<file path="src/rtl/gyro_top.sv">
// Closed-loop fiber-gyro core: bias modulation, detector model, gated averaging demodulator,
// rate integrator and phase-ramp integrator. Define GYRO_INT2_WRAP_EN to build the ramp wrap.
module gyro_top #(
  parameter int unsigned POR_CYC = 16
) (
  input  logic               clk,
  output logic               o_rst_n,
  output logic               status,
  output logic               err_done,
  output logic signed [31:0] err,
  output logic signed [31:0] o_int_1,
  output logic signed [31:0] o_int_2,
  input  logic signed [31:0] err_offset,
  input  logic        [31:0] freq,
  input  logic        [2:0]  avg_sel,
  input  logic        [31:0] wait_cnt,
  input  logic               polarity,
  input  logic               gain_mode_1,
  input  logic               gain_mode_2,
  input  logic        [5:0]  gain_sel_1,
  input  logic        [5:0]  gain_sel_2,
  input  logic               zero_1,
  input  logic               zero_2,
  input  logic        [31:0] saturation_1,
  input  logic        [31:0] saturation_2,
  input  logic               add_sig_en,
  input  logic        [31:0] vth,
  input  logic               vth_mode
);

  localparam int unsigned PorW = $clog2(POR_CYC + 1);

  // Power-on reset relies on register initial values; it is the only reset source.
  logic [PorW-1:0] por_cnt_q = '0;
  logic            por_done_q = 1'b0;
  logic            rst_n;

  always_ff @(posedge clk) begin
    if (por_cnt_q != PorW'(POR_CYC)) por_cnt_q <= por_cnt_q + 1'b1;
    por_done_q <= por_done_q | (por_cnt_q == PorW'(POR_CYC - 1));
  end

  assign rst_n   = por_done_q;
  assign o_rst_n = rst_n;

  function automatic logic signed [31:0] gain(input logic signed [31:0] x, input logic mode,
                                              input logic [5:0] sel);
    if (mode) return (sel >= 6'd32) ? 32'sd0 : (x <<< sel);
    else      return (sel >= 6'd32) ? {32{x[31]}} : (x >>> sel);
  endfunction

  function automatic logic signed [35:0] sext36(input logic signed [31:0] x);
    return {{4{x[31]}}, x};
  endfunction

  // Bounds are also limited to the representable 32-bit range.
  function automatic logic signed [31:0] clamp(input logic signed [35:0] v,
                                               input logic [31:0] sat);
    logic signed [35:0] hi, lo;
    hi = (sat > 32'h7fff_ffff) ? 36'sh7fff_ffff : $signed({4'b0, sat});
    lo = (sat > 32'h8000_0000) ? -36'sh8000_0000 : -$signed({4'b0, sat});
    if (v > hi)      return 32'(hi);
    else if (v < lo) return 32'(lo);
    else             return 32'(v);
  endfunction

  logic        [31:0] hc_q, hc_d;
  logic               hc_wrap;
  logic               status_q, status_d;
  logic signed [39:0] acc_q, acc_d;
  logic signed [31:0] err_q, err_d;
  logic               done_q, done_d;
  logic signed [31:0] int1_q, int1_d, int2_q, int2_d;
  logic signed [31:0] diff, d_det, avg32;
  logic        [32:0] win_end, hc_ext;
  logic               win_ok, in_win, last_smp;

  always_comb begin
    hc_wrap  = (freq <= 32'd1) || (hc_q >= freq - 32'd1);
    hc_d     = hc_wrap ? 32'd0 : hc_q + 32'd1;
    status_d = hc_wrap ? ~status_q : status_q;
  end

  // Detector model and sampling window of the current half-period.
  always_comb begin
    diff     = err_offset - int1_q;
    d_det    = status_q ? -diff : diff;
    hc_ext   = {1'b0, hc_q};
    win_end  = {1'b0, wait_cnt} + (33'd1 << avg_sel);
    win_ok   = win_end <= {1'b0, freq};
    in_win   = (hc_ext >= {1'b0, wait_cnt}) && (hc_ext < win_end);
    last_smp = win_ok && (hc_ext == win_end - 33'd1);
    acc_d    = ((hc_q == 32'd0) ? 40'sd0 : acc_q) + (in_win ? {{8{d_det[31]}}, d_det} : 40'sd0);
    avg32    = 32'(acc_d >>> avg_sel);
    done_d   = last_smp;
    err_d    = err_q;
    if (last_smp) err_d = (status_q ^ polarity) ? -avg32 : avg32;
  end

  always_comb begin
    int1_d = int1_q;
    if (zero_1)      int1_d = 32'sd0;
    else if (done_q) int1_d = clamp(sext36(int1_q) + sext36(gain(err_q, gain_mode_1, gain_sel_1)),
                                    saturation_1);
  end

  logic signed [35:0] sum2, wrap2;

  always_comb begin
    sum2 = sext36(int2_q) + sext36(int1_q)
         + (add_sig_en ? sext36(gain(err_q, gain_mode_2, gain_sel_2)) : 36'sd0);
    wrap2 = sum2;
`ifdef GYRO_INT2_WRAP_EN
    if (vth_mode) begin
      if (sum2 >= $signed({4'b0, vth}))       wrap2 = sum2 - $signed({3'b0, vth, 1'b0});
      else if (sum2 <= -$signed({4'b0, vth})) wrap2 = sum2 + $signed({3'b0, vth, 1'b0});
    end
`endif
    int2_d = int2_q;
    if (zero_2)      int2_d = 32'sd0;
    else if (done_q) int2_d = clamp(wrap2, saturation_2);
  end

`ifndef GYRO_INT2_WRAP_EN
  logic unused_wrap_cfg;
  assign unused_wrap_cfg = ^{vth, vth_mode};
`endif

  always_ff @(posedge clk or negedge rst_n) begin
    if (!rst_n) begin
      hc_q     <= '0;
      status_q <= 1'b0;
      acc_q    <= '0;
      err_q    <= '0;
      done_q   <= 1'b0;
      int1_q   <= '0;
      int2_q   <= '0;
    end else begin
      hc_q     <= hc_d;
      status_q <= status_d;
      acc_q    <= acc_d;
      err_q    <= err_d;
      done_q   <= done_d;
      int1_q   <= int1_d;
      int2_q   <= int2_d;
    end
  end

  assign status   = status_q;
  assign err_done = done_q;
  assign err      = err_q;
  assign o_int_1  = int1_q;
  assign o_int_2  = int2_q;

endmodule

</file>
<file path="config.mk">
export PLATFORM = sky130hd
export DESIGN_NAME = gyro_top
export DESIGN_NICKNAME = d
export VERILOG_FILES = /design/src/rtl/gyro_top.sv
export SDC_FILE = /design/constraint.sdc
export NUM_CORES = 2
export LEC_CHECK = 0
export ABC_AREA = 1
export BUFFER_PORTS_ARGS = -buffer_cell sky130_fd_sc_hd__buf_2
export CORE_ASPECT_RATIO = 0.9
export CORE_MARGIN = 5
export CORE_UTILIZATION = 45
export DETAILED_ROUTE_END_ITERATION = 10
export PLACE_DENSITY_LB_ADDON = 0.12
export SLEW_MARGIN = 20
export SYNTH_ARGS = -nofsm -noshare
export SYNTH_HDL_FRONTEND = slang
export SYNTH_SLANG_ARGS = --single-unit
</file>
<file path="constraint.sdc">
create_clock -name clk -period 6.8 [get_ports clk]
set_input_delay 0.34 -clock clk [delete_from_list [all_inputs] [get_ports clk]]
set_output_delay 0.34 -clock clk [all_outputs]
set_load 0.02 [all_outputs]
</file>
[Word-level counts from Yosys, hierarchy flattened]
Cells that the tools add are included.
Storage, ports and cells
  flip-flop bits (word level): 176
  bits in latches: 0
  RAM bits: 0
  bits in read-only memories: 0
  input bits: 215
  output and inout port bits: 99
  logic and storage cells: 82
  memories kept: 0
Cells by class
  add/sub/neg operators: 14
  multiply operators: 0
  div/mod/pow operators: 0
  order comparisons: 15
  equality and inequality tests: 3
  shift operators: 6
  muxes and demuxes: 26
  bitwise operators: 3
  reduce and logical (&&, ||, !) cells: 6
Operator list (count)
  two-way mux 32 bit: 21
  two-way mux 36 bit: 3
  two-way mux 40 bit: 2
  negator 32 -> 36 bit: 2
  adder 32 x 32 -> 33 bit: 2
  >= comparator 32 bit: 2
  > comparator 32 x 31 -> 1 bit (second input constant): 2
  > comparator 32 bit (second input constant): 2
  negator 32 bit: 2
  <<< shifter 32 x 6 -> 32 bit: 2
  >>> shifter 32 x 6 -> 32 bit: 2
  adder 40 bit: 1
  >>> shifter 40 x 3 -> 32 bit: 1
  adder 33 x 36 -> 36 bit: 1
  > comparator 36 x 33 -> 1 bit: 1
  less-than comparator 33 x 36 -> 1 bit: 1
  less-than comparator 36 bit: 1
  adder 32 x 33 -> 33 bit: 1
  == test 32 x 33 -> 1 bit: 1
  > comparator 33 bit: 1
  <= comparator 33 x 32 -> 1 bit: 1
  less-than comparator 32 x 33 -> 1 bit: 1
  << shifter 1 x 3 -> 33 bit (first input constant): 1
  subtractor 33 x 1 -> 33 bit (second input constant): 1
  15 further kinds: 18

[Logic depth before layout (Yosys ltp)]
  depth in word-level cells: 11
  depth in mapped cells: 57
  mapped depth without buffers: 54

[Least setup slack after synthesis]
OpenSTA, ideal clock, no wires.
  path type: input -> register
  start point: in avg_sel[0]
  end point: reg err_q[22], in the netlist err[22]
  setup time: 113 ps
  arrival time: 6764 ps
  data required time: 6687 ps
  setup slack: -77 ps
  stages: 46
  path buffers: 4
  cell sequence: clkbuf_1 clkbuf_1 clkbuf_1 nor2_1 inv_1 nor2_1 ha_1 a21oi_2 nand2_2 nand3_1 nand3_2 nand2_1 nand2_1 nand2_1 inv_1 ha_1 nand4_1 nor3_1 [10 not listed] xor2_1 or2_2 nand3_1 nand2_1 nand2_1 nand2_1 inv_1 ha_1 inv_1 nor2_1 nand2_1 nor2_1 nand3_1 o21ai_0 xor2_1 nand2_1 nand2_1 inv_1
On the way
  word-level cells in the longest chain between the ends: 9
  elaborated cells between the ends (all ways): 13
  classes of those cells: add/sub (4); order compare (2); eq/ne (1); shift (2); mux (2); reduce/logical (2)
Ends and longest elaborated chain
  from (decl): line 15  | input logic [2:0] avg_sel,
  << shifter 1 x 3 -> 33 bit (*): line 89  | win_end = {1'b0, wait_cnt} + (33'd1 << avg_sel);
  adder 32 x 33 -> 33 bit (*): line 89
  less-than comparator 32 x 33 -> 1 bit (*): line 91  | in_win = (hc_ext >= {1'b0, wait_cnt}) && (hc_ext < win_end);
  logical AND 1 bit (*): line 91
  two-way mux 40 bit (*): line 93  | acc_d = ((hc_q == 32'd0) ? 40'sd0 : acc_q) + (in_win ? {{8{d_det[31]}}, d_det} : 40'sd0);
  adder 40 bit (*): line 93
  named net acc_d[4]: line 70  | logic signed [39:0] acc_q, acc_d;
  >>> shifter 40 x 3 -> 32 bit (*): line 94  | avg32 = 32'(acc_d >>> avg_sel);
  negator 32 bit: line 97  | if (last_smp) err_d = (status_q ^ polarity) ? -avg32 : avg32;
  two-way mux 32 bit (*): line 97
  to (signal assigned): line 142  | err_q <= err_d;
  to (decl): line 71  | logic signed [31:0] err_q, err_d;
Mark *: on every way through the listed nets, which the timed path passes. The rest lies on a longest branch.
A chain may end at the register's enable or synchronous reset.

[Final worst setup path]
  start point: reg err_q[16], in the netlist err[16]
  end point: reg int1_q[4], in the netlist o_int_1[4]
On the way
  word-level cells in the longest chain between the ends: 11
  elaborated cells between the ends (all ways): 14
  classes of those cells: add/sub (1); order compare (2); shift (2); mux (9)
Ends and longest elaborated chain
  >>> shifter 32 x 6 -> 32 bit or <<< shifter 32 x 6 -> 32 bit (tied branches): line 49, 48
  two-way mux 32 bit (on tied branches): line 49, 48
  two-way mux 32 bit (*): line 48  | if (mode) return (sel >= 6'd32) ? 32'sd0 : (x <<< sel);
  two-way mux 32 bit (*): line 103  | else if (done_q) int1_d = clamp(sext36(int1_q) + sext36(gain(err_q, gain_mode_1, gain_sel_1)),
  two-way mux 32 bit (*): line 102  | if (zero_1) int1_d = 32'sd0;
  adder 32 x 32 -> 33 bit (*): line 103
  less-than comparator 33 x 36 -> 1 bit: line 63  | else if (v < lo) return 32'(lo);
  two-way mux 32 bit: line 63
  two-way mux 32 bit (*): line 62  | if (v > hi) return 32'(hi);
  two-way mux 32 bit (*): line 103
  two-way mux 32 bit (*): line 102
  to (signal assigned): line 144  | int1_q <= int1_d;
  to (decl): line 73  | logic signed [31:0] int1_q, int1_d, int2_q, int2_d;
Mark *: on every way between the ends. The rest lies on a longest branch, timed or not. The select of a mux whose other input is x is not followed.

==> implementation parameters <==
Parameter                              Value

Finish
  Share of post-route cells with drive strength above 1    21.63%
  Final #Nets    8612
  Number of fill cells    ~8900
  Total non-filler cell area in the finished layout    between 50000 and 60000 sq um
  Post-synthesis to final-layout area growth    30.86%

Critical path
  Critical Path Slowest Stage Cell    sky130_fd_sc_hd__dfrtp_1
  Required arrival time at the worst endpoint    roughly 7.2 ns
  Critical Path Sink Type    flop
  CP dominant cell by count    sky130_fd_sc_hd__nand2_1
  CP startpoint kind    flop
  Critical Setup Path Class    flop to flop
  Longest individual stage delay on the worst path    0.44 ns
  Peak fanout along the critical path    14
  Worst endpoint data arrival time    a little over 7 ns

Route
  Count of TritonRoute iterations in the first routing pass    6
  Met3 routed wirelength    ~19 mm
  Detailed-route wire length    approximately 180 mm
  Max layer used    met4
  Post-DR wirelength/cell    19.90 um
  Sum of routed wire segments on met1    between 80 and 90 mm
  Ratio of routed vias to standard cells    between 5 and 6
  Iter 0 DRT Violations    about 5500
  Met2 Wirelength    76.49 mm
  Number of nets with antenna violations after detailed routing    0
  Remaining routing DRC violations    0
  Detailed-route via count    between 50000 and 60000

GRT
  First-pass GRT wire length    266.8 mm
  Grt ovf    0
  Vias in the first global route    between 40000 and 50000
  Antenna violations before repair    7
  Pin count of the biggest net entering global routing    59
  Overall Global Routing Usage    a little over a third

Placement
  Area after DPL    about 48000 sq um
  Buffers on Ports    280
  Final weighted congestion of routability-driven global placement    1.032
  HPWL Detailed    150.4 mm

Synthesis
  Synth area leaders    sky130_fd_sc_hd__nand2_1 (19%), sky130_fd_sc_hd__ha_1 (13%), sky130_fd_sc_hd__dfrtp_1 (11%)
  Sequential-to-total area share from yosys stat    between 10% and 20%
  Flip-flop cell with the highest count after synthesis    sky130_fd_sc_hd__dfrtp_1
  Average footprint of a synthesized cell    5.663 sq um
  Area fraction of the dominant cell type after synthesis    19.17%
  Most area-hungry cell type in the Yosys netlist    sky130_fd_sc_hd__nand2_1
  Synth Register Bits    175
  Yosys warnings    0
  Count of different cell masters after synthesis    68
  Number of flops mapped to enable cells by yosys    5
  Number of instances in the synthesized netlist    6901
  Cell Area, Synth    roughly 39000 sq um
  Fraction of registers with async set or reset after synthesis    a little under 100%

Floorplanning
  Effective utilization at floorplan    between 40% and 50%
  Area of the core    ~86000 sq um
  X dimension of the die    approximately 320 um
  Number of cell rows    between 100 and 150
  Die extent in y    289.6 um
  Boundary Pins    314
  Die area    roughly 93000 sq um

CTS
  CTS tree    yes
  Clock latency on the worst-skew pair    about 0.55 ns
  Buffer type at the clock tree root    sky130_fd_sc_hd__clkbuf_16
  Max Root-Sink Buffers    2
  Clock-pin slew reported for the worst setup and hold paths after clock tree synthesis    about 0.090 ns
  Number of buffers added by the clock tree synthesis step    17
  Number of clock sinks    ~180
  Hold buffer count at CTS    0
  H-tree depth reported by CTS    4

STA
  Fin Clk Skew    0.01666 ns
  Tightest hold margin    0.07586 ns
  Total of endpoints with negative setup slack in the final report    0
  Number of pins with negative max-slew slack in the final report    0
  Peak clock frequency supported by timing    150.1 MHz
  Tightest slew margin relative to the limit    36.23%
  Min cycle time layout    between 6 and 7 ns
  Worst Max-Slew Pin Slew    between 0.9 and 1 ns
  Setup TNS after final layout    0 ns
  Setup repair after global routing missed its margin    true
  Final clock period utilization by the worst path    between 90% and 100%
  Hold violation total from the final report    0

Power and ir drop
  Power Density    roughly 160 nW/um^2
  Worst-case vdd ir drop    ~0.2 mV
  Pleak    between 20 and 30 nW

Outcome
  Status    completed

Worst hold path
  Type of the tightest min-delay check    flop to async pin

Flow run
  Max-cap violations    0
[final timing paths]
path,slack (ns),cells after the start,to,startpoint
setup / recovery,0.14,39,o_int_1[4]$_DFFE_PN0P_,err[16]$_DFFE_PN0P_
hold / removal,0.08,0,o_int_1[24]$_DFFE_PN0P_,o_rst_n$_DFF_P_
max in group asynchronous,4.85,2,err[30]$_DFFE_PN0P_,o_rst_n$_DFF_P_
hold reg to reg,0.08,0,o_int_1[24]$_DFFE_PN0P_,o_rst_n$_DFF_P_
min in group clk,0.16,5,o_int_2[8]$_DFFE_PN0P_,saturation_2[8]
setup reg to reg,0.14,39,o_int_1[4]$_DFFE_PN0P_,err[16]$_DFFE_PN0P_
[synth_stat cells (all sizes together) (3+ instances only)]
| library cell | n |
|---|---|
| o211ai | 52 |
| a31oi | 25 |
| a32o | 6 |
| o21a | 16 |
| nor2 | 708 |
| xor2 | 172 |
| inv | 945 |
| and2 | 11 |
| o21ai | 492 |
| o221ai | 18 |
| fa | 37 |
| clkbuf | 177 |
| xnor2 | 43 |
| nand4 | 129 |
| o21bai | 18 |
| and3 | 3 |
| edfxtp | 5 |
| nor3 | 101 |
| nor4 | 37 |
| nand3 | 577 |
| nor4b | 3 |
| a221o | 5 |
| clkinv | 4 |
| a21oi | 471 |
| o22ai | 25 |
| a21boi | 6 |
| a21o | 10 |
| dfrtp | 169 |
| a22o | 4 |
| nand3b | 32 |
| mux2i | 23 |
| a221oi | 3 |
| buf | 42 |
| ha | 413 |
| a211oi | 29 |
| nor3b | 13 |
| or2 | 20 |
| nand2 | 2028 |
| o2111ai | 14 |
[metrics by stage]
step / util (%) / power (mW) / instances / setup WS, ns
after floorplan: - / 4.355 / 6902 / 0.003486
after global placement: 55.99 / 6.669 / 9017 / -1.201
after detailed placement: 55.99 / 6.730 / 9017 / -1.243
after CTS: 56.82 / 7.887 / 9055 / 0.02155
after global routing: 59.35 / 8.867 / 9106 / -0.1626
final: 59.37 / 8.270 / 9110 / 0.1387
[logic make-up after synthesis]
kind of cell	count (synthesis)	synth area share [%]
other	1	0.009595
flip-flops	175	11.26
multiplexers	23	0.5891
AND/OR/NAND/NOR	3664	39.69
AO/OA/AOI/OAI	1204	17.08
XOR/XNOR	216	4.982
adder cells (fa/ha/maj)	450	15.12
buffers and inverters	1168	11.27
[cells in the final DEF, fill, tap and decap left out, drive strengths merged, types with 101 or more instances in the layout]
master     n
inv      952
nand3    577
nand2   2029
dfrtp    169
nor3     101
xor2     172
nor2     708
a21oi    471
buf     1234
nand4    129
ha       413
o21ai    492
[layout make-up]
cell class                 count  area (sq um)  area share [%]
clock buffer                  18         439.2          0.8588
multi-input combinational   5560         31970           62.51
timing repair buffer        1244          9151           17.89
sequential                   175          4419           8.641
inverter                     949          3570           6.980
tap                         1144          1431           2.799
clock inverter                14         145.1          0.2838
antenna                        6         15.01         0.02936
[power by group]
group	switching (mW)	internal, mW
clock network	0.628	0.500
registers	0.122	1.21
logic	3.44	2.37
total	4.19	4.08
[registers in the layout, summed over array words and instances (netlist names)]
name	count
status	1
o_int_1	32
acc_q	39
err_done	1
o_rst_n	1
por_cnt_q	5
err	32
hc_q	32
o_int_2	32
[critical path, delay by kind of cell (launching register included)]
| family | cells | cell delay, ns |
|---|---|---|
| compound gates | 20 | 3.34 |
| xor+xnor | 1 | 0.25 |
| buf+inv | 7 | 0.85 |
| fa+ha+maj | 2 | 0.55 |
| simple gates | 9 | 1.05 |
| flops | 1 | 0.44 |
[layer usage]
| layer | track usage, % | vias up |
|---|---|---|
| met5 | 0 | - |
| met4 | 9.833 | 0 |
| met3 | 6.845 | 295 |
| met2 | 55.71 | 2325 |
| met1 | 53.08 | 23680 |
| li1 | - | 24820 |
[timing repair]
| item | CTS | global route |
|---|---|---|
| hold endpoints to repair | 0 | 0 |
| gates resized for setup | 46 | 496 |
| buffers inserted | 6 | 39 |
| pin swaps | 3 | 116 |
| setup endpoints to repair | 47 | 88 |
| cloned | 0 | 11 |
(Power assumes the default switching activity.)
